$ cat config.mk
export PLATFORM = sky130hd
export DESIGN_NAME = almacenamiento_doble
export DESIGN_NICKNAME = d
export VERILOG_FILES = /design/src/rtl/almacenamiento_doble.sv
export SDC_FILE = /design/constraint.sdc
export NUM_CORES = 1
export LEC_CHECK = 0
export CAP_MARGIN = 0
export CORE_UTILIZATION = 38
export CTS_CLUSTER_DIAMETER = 100
export DETAILED_ROUTE_END_ITERATION = 10
export PLACE_DENSITY = 0.65
export SKIP_CTS_REPAIR_TIMING = 1
export SLEW_MARGIN = 15
export SYNTH_ARGS = -nofsm -noshare
export SYNTH_HDL_FRONTEND = slang
export SYNTH_SLANG_ARGS = --single-unit
$ cat constraint.sdc
create_clock -name clk -period 2.35 [get_ports clk]
set_input_delay 0.47 -clock clk [delete_from_list [all_inputs] [get_ports clk]]
set_output_delay 0.47 -clock clk [all_outputs]
set_load 0.05 [all_outputs]
$ cat src/rtl/almacenamiento_doble.sv
// almacenamiento_doble: double-buffered register storage between a word-by-word writer
// (RTC controller) and a reader (VGA character generator).
//
// The writer fills the hidden back bank and then requests a commit, which swaps the banks
// atomically. The reader only ever sees the front bank, through a registered 1-cycle read.
//
// Parameters
//   DATA_W      width of each stored word
//   ADDR_W      address width of both ports
//   DEPTH       number of valid entries (1 <= DEPTH <= 2**ADDR_W)
//   FULL_COMMIT 1: commit only once every entry has been rewritten; 0: always commit
//
// Ports
//   clk, rst                  clock; synchronous active-low reset
//   wr_en, wr_addr, wr_data   write into the back bank (out-of-range addresses ignored)
//   commit                    request to swap front and back banks
//   rd_en, rd_addr            read request from the front bank
//   rd_data, rd_valid         registered read result (0 for out-of-range addresses)
//   front                     index of the current front bank
//   full                      every entry written since the last accepted commit
//   commit_ack, commit_err    1-cycle result pulses for a commit request
module almacenamiento_doble #(
  parameter int unsigned DATA_W      = 8,
  parameter int unsigned ADDR_W      = 3,
  parameter int unsigned DEPTH       = 8,
  parameter int unsigned FULL_COMMIT = 1
) (
  input  logic              clk,
  input  logic              rst,
  input  logic              wr_en,
  input  logic [ADDR_W-1:0] wr_addr,
  input  logic [DATA_W-1:0] wr_data,
  input  logic              commit,
  input  logic              rd_en,
  input  logic [ADDR_W-1:0] rd_addr,
  output logic [DATA_W-1:0] rd_data,
  output logic              rd_valid,
  output logic              front,
  output logic              full,
  output logic              commit_ack,
  output logic              commit_err
);

  logic [DATA_W-1:0] bank0_q [DEPTH];
  logic [DATA_W-1:0] bank1_q [DEPTH];
  logic [DEPTH-1:0]  dirty_q;
  logic [DEPTH-1:0]  dirty_d;
  logic [DEPTH-1:0]  wr_sel;
  logic              front_q;
  logic [DATA_W-1:0] rd_data_q;
  logic              rd_valid_q;
  logic              ack_q;
  logic              err_q;
  logic [DATA_W-1:0] rd_word;
  logic              commit_ok;
  logic              swap;

  // Address decode by matching against each valid entry: addresses at or beyond DEPTH
  // match nothing, so out-of-range writes are dropped and out-of-range reads return 0.
  always_comb begin
    wr_sel  = '0;
    rd_word = '0;
    for (int unsigned i = 0; i < DEPTH; i++) begin
      if (wr_en && (wr_addr == ADDR_W'(i))) begin
        wr_sel[i] = 1'b1;
      end
      if (rd_addr == ADDR_W'(i)) begin
        rd_word = front_q ? bank1_q[i] : bank0_q[i];
      end
    end
  end

  // Acceptance looks at the mask including this cycle's write, so the last word may
  // arrive together with the commit.
  always_comb begin
    dirty_d   = dirty_q | wr_sel;
    commit_ok = (FULL_COMMIT == 0) || (&dirty_d);
    swap      = commit && commit_ok;
  end

  always_ff @(posedge clk) begin
    if (!rst) begin
      for (int unsigned i = 0; i < DEPTH; i++) begin
        bank0_q[i] <= '0;
        bank1_q[i] <= '0;
      end
      dirty_q    <= '0;
      front_q    <= 1'b0;
      rd_data_q  <= '0;
      rd_valid_q <= 1'b0;
      ack_q      <= 1'b0;
      err_q      <= 1'b0;
    end else begin
      // Writes target the pre-swap back bank, so a same-cycle commit exposes them.
      for (int unsigned i = 0; i < DEPTH; i++) begin
        if (wr_sel[i]) begin
          if (front_q) begin
            bank0_q[i] <= wr_data;
          end else begin
            bank1_q[i] <= wr_data;
          end
        end
      end
      dirty_q    <= swap ? '0 : dirty_d;
      front_q    <= front_q ^ swap;
      ack_q      <= swap;
      err_q      <= commit && !commit_ok;
      // rd_word is decoded from the pre-swap front bank.
      if (rd_en) begin
        rd_data_q <= rd_word;
      end
      rd_valid_q <= rd_en;
    end
  end

  assign rd_data    = rd_data_q;
  assign rd_valid   = rd_valid_q;
  assign front      = front_q;
  assign full       = &dirty_q;
  assign commit_ack = ack_q;
  assign commit_err = err_q;

endmodule
# Yosys cells after proc, flatten, opt, wreduce, memory -nomap -nowiden
# Memories as Yosys holds them, arrays and structs flattened.
# Cells that the tools add are included.
dict set report op_classes {
  add_sub_neg 0
  n_mul 0
  div_mod_pow 0
  order_cmp 0
  eq_ne 14
  n_shift 0
  n_mux 91
  n_bitwise 19
  n_reduce_logical 16
}
# op n
set op_table {}
lappend op_table {{8-bit two-way mux} 32}
lappend op_table {{1-bit two-way mux} 59}
lappend op_table {{3-bit equality test, second input constant} 8}
lappend op_table {{1-bit OR} 16}
lappend op_table {{8-bit AND reduction} 2}
lappend op_table {{3-bit by 2-bit equality test with 1-bit output, second input constant} 4}
lappend op_table {{1-bit logical AND} 10}
lappend op_table {{8-bit OR} 1}
lappend op_table {{3-bit by 1-bit equality test with 1-bit output, second input constant} 2}
lappend op_table {{3-bit logical NOT} 2}
lappend op_table {{2-bit OR reduction} 1}
lappend op_table {{1-bit logical NOT} 1}
lappend op_table {{1-bit inverter} 1}
lappend op_table {{1-bit bitwise XOR} 1}
dict set report totals {
  regBits 20
  latchBits 0
  ramBits 128
  romBits 0
  in_bits 19
  output_inout_bits 13
  mem_count 2
}
# name words width read_ports rd_clocked_by_memory_dff write_ports line_no
set memory_table {}
lappend memory_table {bank0_q 8 8 8 0 8 44} ;# logic [DATA_W-1:0] bank0_q [DEPTH];
lappend memory_table {bank1_q 8 8 8 0 8 45} ;# logic [DATA_W-1:0] bank1_q [DEPTH];

# Logic depth before layout (Yosys ltp)
# Gate-level depths: netlist of the first run.
dict set report logic_depth {
  depth_word 9
  depth_mapped 7
}

# Least setup slack after synthesis of the first run
# OpenSTA, ideal clock, no wires.
dict set report synth_path {
  path_kind {register to register}
  start {reg front_q (netlist: front)}
  end {mem bank0_q[6][0] (netlist: bank0_q[1][16]) (enable)}
  setup_ns 0.384
  arrival_ns 2.124
  setup_slack_ns -0.158
  path_stages_with_launch 6
  path_buffers 3
  period_less_slack_ns 2.508
  cell_sequence {dfxtp_1 > buf_4 > buf_4 > buf_2 > nand2_1 > o21ai_0}
}
# item line_no
set synth_rtl {}
lappend synth_rtl {{start, declared} 49} ;# logic front_q;
lappend synth_rtl {{start signal, assigned} 105} ;# front_q <= front_q ^ swap;
lappend synth_rtl {{end, declared} 44}

# Worst setup path in the final report of the first run
dict set report layout_path {
  start {reg rd_data_q[4] (netlist: rd_data[4])}
  end {out rd_data[4]}
}
# item line_no
set layout_rtl {}
lappend layout_rtl {{start, declared} 50} ;# logic [DATA_W-1:0] rd_data_q;
lappend layout_rtl {{start signal, assigned} 110} ;# rd_data_q <= rd_word;
lappend layout_rtl {{end, declared} 36} ;# output logic [DATA_W-1:0] rd_data,
# No word-level cell between the ends.

==> results.sh, run 1 <==
export IMPL_stdcell_area_um2=7830
export IMPL_r2r_end="rd_data[1]"
export IMPL_dr_total_vias=4253
export IMPL_total_power_mw=6.15
export IMPL_antenna_found_initial=0
export IMPL_ys_seq_area_share_pct=66.1
export IMPL_synth_warnings=0
export IMPL_post_place_ws_ns=0.0207
export IMPL_synth_top_area_share_pct=59.9
export IMPL_worstPathArrival_ns=1.60
export IMPL_worst_slew_pin_slew_ns=0.507
export IMPL_worst_path_dominant_cell_family="buffers and inverters"
export IMPL_final_setup_skew_ns=0.00771
export IMPL_die_area_um2=17400
export IMPL_max_slew_margin_pct=66.1
export IMPL_ctsLongestPathBuffers=2
export IMPL_place_hpwl_mm=10.3
export IMPL_min_period_ns=2.07
export IMPL_yosys_top_cells_area="edfxtp_1, nor2_1, dfxtp_1, mux4_2, mux2i_1"
export IMPL_path_clk_slew_ns=0.06
export IMPL_power_per_cell_area_nw_per_um2=785
export IMPL_syn_area_per_cell_um2=12.8
export IMPL_path_buf_inv=1
export IMPL_start_util_pct=38.8
export IMPL_holdPathEnd="dirty_q[3]"
export IMPL_max_stage_delay_ns=0.82
export IMPL_p_sw_mw=1.32
export IMPL_final_common_cell="edfxtp_1"
export IMPL_hp_start="dirty_q[3]"
export IMPL_placed_area_um2=7260
export IMPL_cap_violations=0
export IMPL_holdCritPathClass="reg2reg"
export IMPL_root_buffer="clkbuf_16"
export IMPL_routed_via_density=5.30
export IMPL_pwr_share_clk_pct=42.9
export IMPL_row_count=47
export IMPL_criticalPathCategory="reg2out"
export IMPL_p_leak_nw=2.77
export IMPL_fmax_ghz=0.484
export IMPL_insertion_delay_ns=0.42
export IMPL_dieHeight_um=132
export IMPL_fin_nets=588
export IMPL_switching_share_pct=21.5
export IMPL_track_usage_pct=18.0
export IMPL_crit_chain="clkdlybuf4s50_1"
export IMPL_layout_common_cells="edfxtp_1, nor2_1, buf_4"
export IMPL_grt_pass1_vias=4200
export IMPL_ios=32
export IMPL_pwr_share_seq_pct=49.6
export IMPL_hold_viol_final=0
export IMPL_synth_cells=503
export IMPL_drtIter0Drc=389
export IMPL_path_max_fanout=2
export IMPL_yosys_area_top_type="edfxtp_1"
export IMPL_ys_ff_latch=148
export IMPL_power_frac_comb_pct=7.5
export IMPL_required_ns=1.88
export IMPL_wl_mm=14.8
export IMPL_async_flop_share_pct=0
export IMPL_die_w_um=132
export IMPL_cp_slowest_cell="clkdlybuf4s50_1"
export IMPL_grt_overflow=0
export IMPL_antenna_cells=0
export IMPL_setup_viol=0
export IMPL_drive_gt1_share_pct=19.1
export IMPL_r2r_start="front"
export IMPL_drc=0
export IMPL_ff2ff_setup_slack_ns=0.45
export IMPL_status="complete, no violations"
export IMPL_cp_start_kind="register"
export IMPL_first_pass_iters=5
export IMPL_fillers=1435
export IMPL_drv_slew=0
export IMPL_min_period_over_period_pct=87.9
export IMPL_synth_distinct_cells=38
export IMPL_port_buffers=31
export IMPL_min_path_cells=2
export IMPL_ir_worst_vdd_uv=447
export IMPL_wl_per_cell_um=18.4
export IMPL_synth_cell_area_um2=6420
export IMPL_rr_worst_depth=5
export IMPL_grt_max_degree=37
export IMPL_cts_htree_levels=4
export IMPL_synth_top_flop_cell="edfxtp_1"
export IMPL_cts_sinks=148
export IMPL_gp_congestion=0.907
export IMPL_area_growth_pct=22.1
export IMPL_finalWorstSetupSlack_ns=0.284
export IMPL_ant_nets=0
export IMPL_rsz0062_at_grt="false"
export IMPL_grt_pass1_wl_mm=23.3
export IMPL_core_area_um2=16500
export IMPL_p_int_mw=4.83
export IMPL_synth_edff_count=128
export IMPL_cts_inserted_buffers=17
export IMPL_crit_cells=1
export IMPL_cts_tree="yes"
export IMPL_end_kind="output port"
export IMPL_syn_nets=522
cells in the mapped netlist (11+ instances only):
master    count
mux2_2       16
mux4_2       15
nand3_1      13
dfxtp_1      20
mux2i_1      18
clkbuf_1     24
edfxtp_1    128
nand2_1      37
o21ai_0      22
inv_1        11
nor2_1      115
sequential cells by signal, summed over array words and instances (netlist names):
signal,flops
bank0_q,64
bank1_q,64
dirty_q,8
rd_data,8
commit_ack,1
commit_err,1
front,1
rd_valid,1
metal layers:
layer	global-route usage, %	vias up	part of all wire (%)
met5	0	-	0
met4	6.33	0	1.6
met3	3.73	16	4.4
met2	30.7	133	51
met1	22.8	2137	43
li1	-	1967	-
power groups by stage:
stage | logic, mW | registers, mW | clock network, mW
4_1_cts | 0.464 | 3.05 | 2.66
3_3_place_gp | 0.453 | 3.10 | 0
6_report | 0.463 | 3.05 | 2.64
5_1_grt | 0.496 | 3.06 | 2.78
3_5_place_dp | 0.462 | 3.11 | 0
2_1_floorplan | 0.219 | 3.13 | 0
cell type report:
cell class,instances,area (um2),share of cell area [%]
well taps,220,275,3.51
clock buffers,19,433,5.53
clock inverters,13,140,1.79
flip-flops and latches,148,4250,54.2
repair buffers,80,711,9.07
multi-input cells,310,1980,25.3
inverters,12,45.0,0.575
tightest hold or removal path, stage by stage, from the launching register on:
cell,delay [ns]
dfxtp_1,0.35
a31oi_1,0.05
nor2_1,0.07
logic make-up (layout without fill, tap and decap cells):
kind of cell,count (synthesis),count (layout),synth area share [%]
flip-flops,148,148,66.1
multiplexers,49,49,10.9
AND/OR/NAND/NOR,197,197,13.2
AO/OA/AOI/OAI,64,64,6.85
buffers and inverters,45,124,2.96
worst max path at each step:
stage | endpoint | startpoint | slack [ns]
finish | rd_data[4] | rd_data[4] | 0.28
global route | rd_data[4] | rd_data[4] | 0.25
global placement | front | wr_addr[2] | 0.04
detailed placement | front | wr_addr[2] | 0.02
CTS | rd_data[4] | rd_data[4] | 0.27
floorplan | bank0_q[1][16] | front | -0.16
through the flow:
stage	setup TNS, ns	cells	utilization [%]	hold WS, ns
after floorplan	-2.53	503	-	0.442
after global placement	0	770	43.9	0.490
after detailed placement	0	770	43.9	0.489
after CTS	0	802	47.4	0.501
after global routing	0	802	47.4	0.538
final	0	802	47.4	0.496
Power figures use the tool's default switching activity.
==> run 2: changes to the inputs <==
--- a/config.mk
+++ b/config.mk
@@ -6,6 +6,7 @@
 export NUM_CORES = 1
 export LEC_CHECK = 0
 export CAP_MARGIN = 0
+export CORE_MARGIN = 2
 export CORE_UTILIZATION = 38
 export CTS_CLUSTER_DIAMETER = 100
 export DETAILED_ROUTE_END_ITERATION = 10
==> run 2 against run 1 <==
Effect of this change: worst hold slack improved by 0.019 ns; critical endpoint is now rd_data[1]; critical path type unchanged; largest cell class unchanged; highest routed layer unchanged; global-route usage decreased by 0.47 points; fmax decreased by 1.2%; largest power group unchanged; final area increased by 1.2%; first-iteration DRC count increased by 15%; flip-flop and latch count unchanged; utilization increased by 0.59 points; clock power increased by 8.3%.
==> results.sh, run 2 (synthesis results as in run 1) <==
export IMPL_status="complete, no violations"
export IMPL_antenna_cells=0
export IMPL_fin_nets=593
export IMPL_final_setup_skew_ns=0.00490
export IMPL_area_growth_pct=23.6
export IMPL_cts_htree_levels=4
export IMPL_antenna_found_initial=0
export IMPL_dr_wl_met3_um=737
export IMPL_rsz0062_at_grt="false"
export IMPL_placed_area_um2=7310
export IMPL_reg_top3="bank0_q x64, bank1_q x64"
export IMPL_fillers=1390
export IMPL_worst_slew_pin_slew_ns=0.504
export IMPL_drive_gt1_share_pct=20.0
export IMPL_end_kind="output port"
export IMPL_place_hpwl_mm=10.5
export IMPL_final_cells=806
export IMPL_top_layer_used="met4"
export IMPL_p_leak_nw=2.82
export IMPL_fin_setup_tns_ns=0
export IMPL_die_area_um2=17900
export IMPL_ant_nets=0
export IMPL_max_stage_delay_ns=0.83
export IMPL_ir_worst_vdd_uv=451
export IMPL_holdCritPathClass="reg2reg"
export IMPL_grt_max_degree=37
export IMPL_gp_congestion=0.921
export IMPL_row_count=47
export IMPL_layout_common_cells="edfxtp_1, nor2_1, buf_4"
export IMPL_grt_overflow=0
export IMPL_path_buf_inv=1
export IMPL_start_util_pct=38.8
export IMPL_cts_inserted_buffers=17
export IMPL_drv_slew=0
export IMPL_cap_violations=0
export IMPL_first_pass_iters=5
export IMPL_drtIter0Drc=446
export IMPL_insertion_delay_ns=0.42
export IMPL_grt_pass1_vias=4264
export IMPL_crit_chain="clkdlybuf4s50_1"
export IMPL_drc=0
export IMPL_final_util_pct=48.0
export IMPL_placed_cells=775
export IMPL_required_ns=1.88
export IMPL_path_max_fanout=2
export IMPL_ctsLongestPathBuffers=2
export IMPL_track_usage_pct=17.5
export IMPL_max_slew_margin_pct=66.3
export IMPL_stdcell_area_um2=7930
export IMPL_setup_viol=0
export IMPL_cts_sinks=148
export IMPL_wl_per_cell_um=18.6
export IMPL_dr_total_vias=4276
export IMPL_worst_path_dominant_cell_family="buffers and inverters"
export IMPL_grt_pass1_wl_mm=23.3
export IMPL_criticalPathCategory="reg2out"
export IMPL_fmax_ghz=0.478
export IMPL_wl_met1_mm=6.28
export IMPL_path_clk_slew_ns=0.05
export IMPL_worstPathArrival_ns=1.62
export IMPL_dieHeight_um=134
export IMPL_hold_viol_final=0
export IMPL_power_per_cell_area_nw_per_um2=805
export IMPL_min_period_ns=2.09
export IMPL_routed_via_density=5.31
export IMPL_ios=32
export IMPL_wl_mm=15.0
export IMPL_core_area_um2=16500
export IMPL_cp_start_kind="register"
export IMPL_root_buffer="clkbuf_16"
export IMPL_cp_slowest_cell="clkdlybuf4s50_1"
export IMPL_min_period_over_period_pct=89.0
export IMPL_port_buffers=31
export IMPL_final_common_cell="edfxtp_1"
export IMPL_dr_wl_met2_mm=7.57
export IMPL_die_w_um=134
export IMPL_cts_tree="yes"
==> run 2: cell count changes in the layout (fill, tap and decap cells not counted) <==
cell	before	now
clkbuf_1	2	3
buf_12	3	4
clkinv_1	6	3
bufinv_16	3	5
clkinv_2	3	2
buf_4	48	52
==> run 2: area by class of cell <==
class                      count  area [um2]  share of cell area (%)
clock buffer                  20         437                    5.51
clock inverter                11         184                    2.32
inverter                      12        45.0                   0.568
multi-input combinational    310        1980                    25.0
sequential                   148        4250                    53.5
tap                          220         275                    3.47
timing repair buffer          85         761                    9.59
==> run 2: path summary, 6_finish.rpt <==
path | slack, ns | start | to | cells past startpoint
worst max-delay path | 0.26 | rd_data[1] | rd_data[1] | 1
worst min register to register | 0.52 | dirty_q[6] | dirty_q[6] | 2
worst min-delay path | 0.52 | dirty_q[6] | dirty_q[6] | 2
worst max register to register | 0.37 | front | rd_data[0] | 5
==> run 2: metal layers <==
metal	track usage [%]	vias up
li1	-	1981
met1	21.7	2121
met2	30.0	140
met3	4.20	34
met4	6.62	0
met5	0	-
==> run 2: per-stage QoR <==
stage                     hold WS [ns]  power [mW]  worst slack, ns
after floorplan                  0.442        3.35           -0.158
after global placement           0.482        3.56           0.0991
after detailed placement         0.501        3.57        -0.000578
after CTS                        0.514        6.41            0.234
after global routing             0.528        6.56            0.179
final                            0.515        6.38            0.259
==> run 2: report_power, final <==
part	internal (mW)	total (mW)	switching [mW]
logic	0.180	0.469	0.289
clock network	1.87	2.86	0.995
registers	3.01	3.05	0.0466
==> run 3: changes to the inputs <==
--- a/config.mk
+++ b/config.mk
@@ -5,6 +5,7 @@
 export SDC_FILE = /design/constraint.sdc
 export NUM_CORES = 1
 export LEC_CHECK = 0
+export ABC_CLOCK_PERIOD_IN_PS = 2350
 export CAP_MARGIN = 0
 export CORE_MARGIN = 2
 export CORE_UTILIZATION = 38
@@ -12,7 +13,6 @@
 export DETAILED_ROUTE_END_ITERATION = 10
 export PLACE_DENSITY = 0.65
 export SKIP_CTS_REPAIR_TIMING = 1
-export SLEW_MARGIN = 15
 export SYNTH_ARGS = -nofsm -noshare
 export SYNTH_HDL_FRONTEND = slang
 export SYNTH_SLANG_ARGS = --single-unit
==> results of run 3 <==
Same layout as run 2: the final DEF is identical, and so are final timing and power.
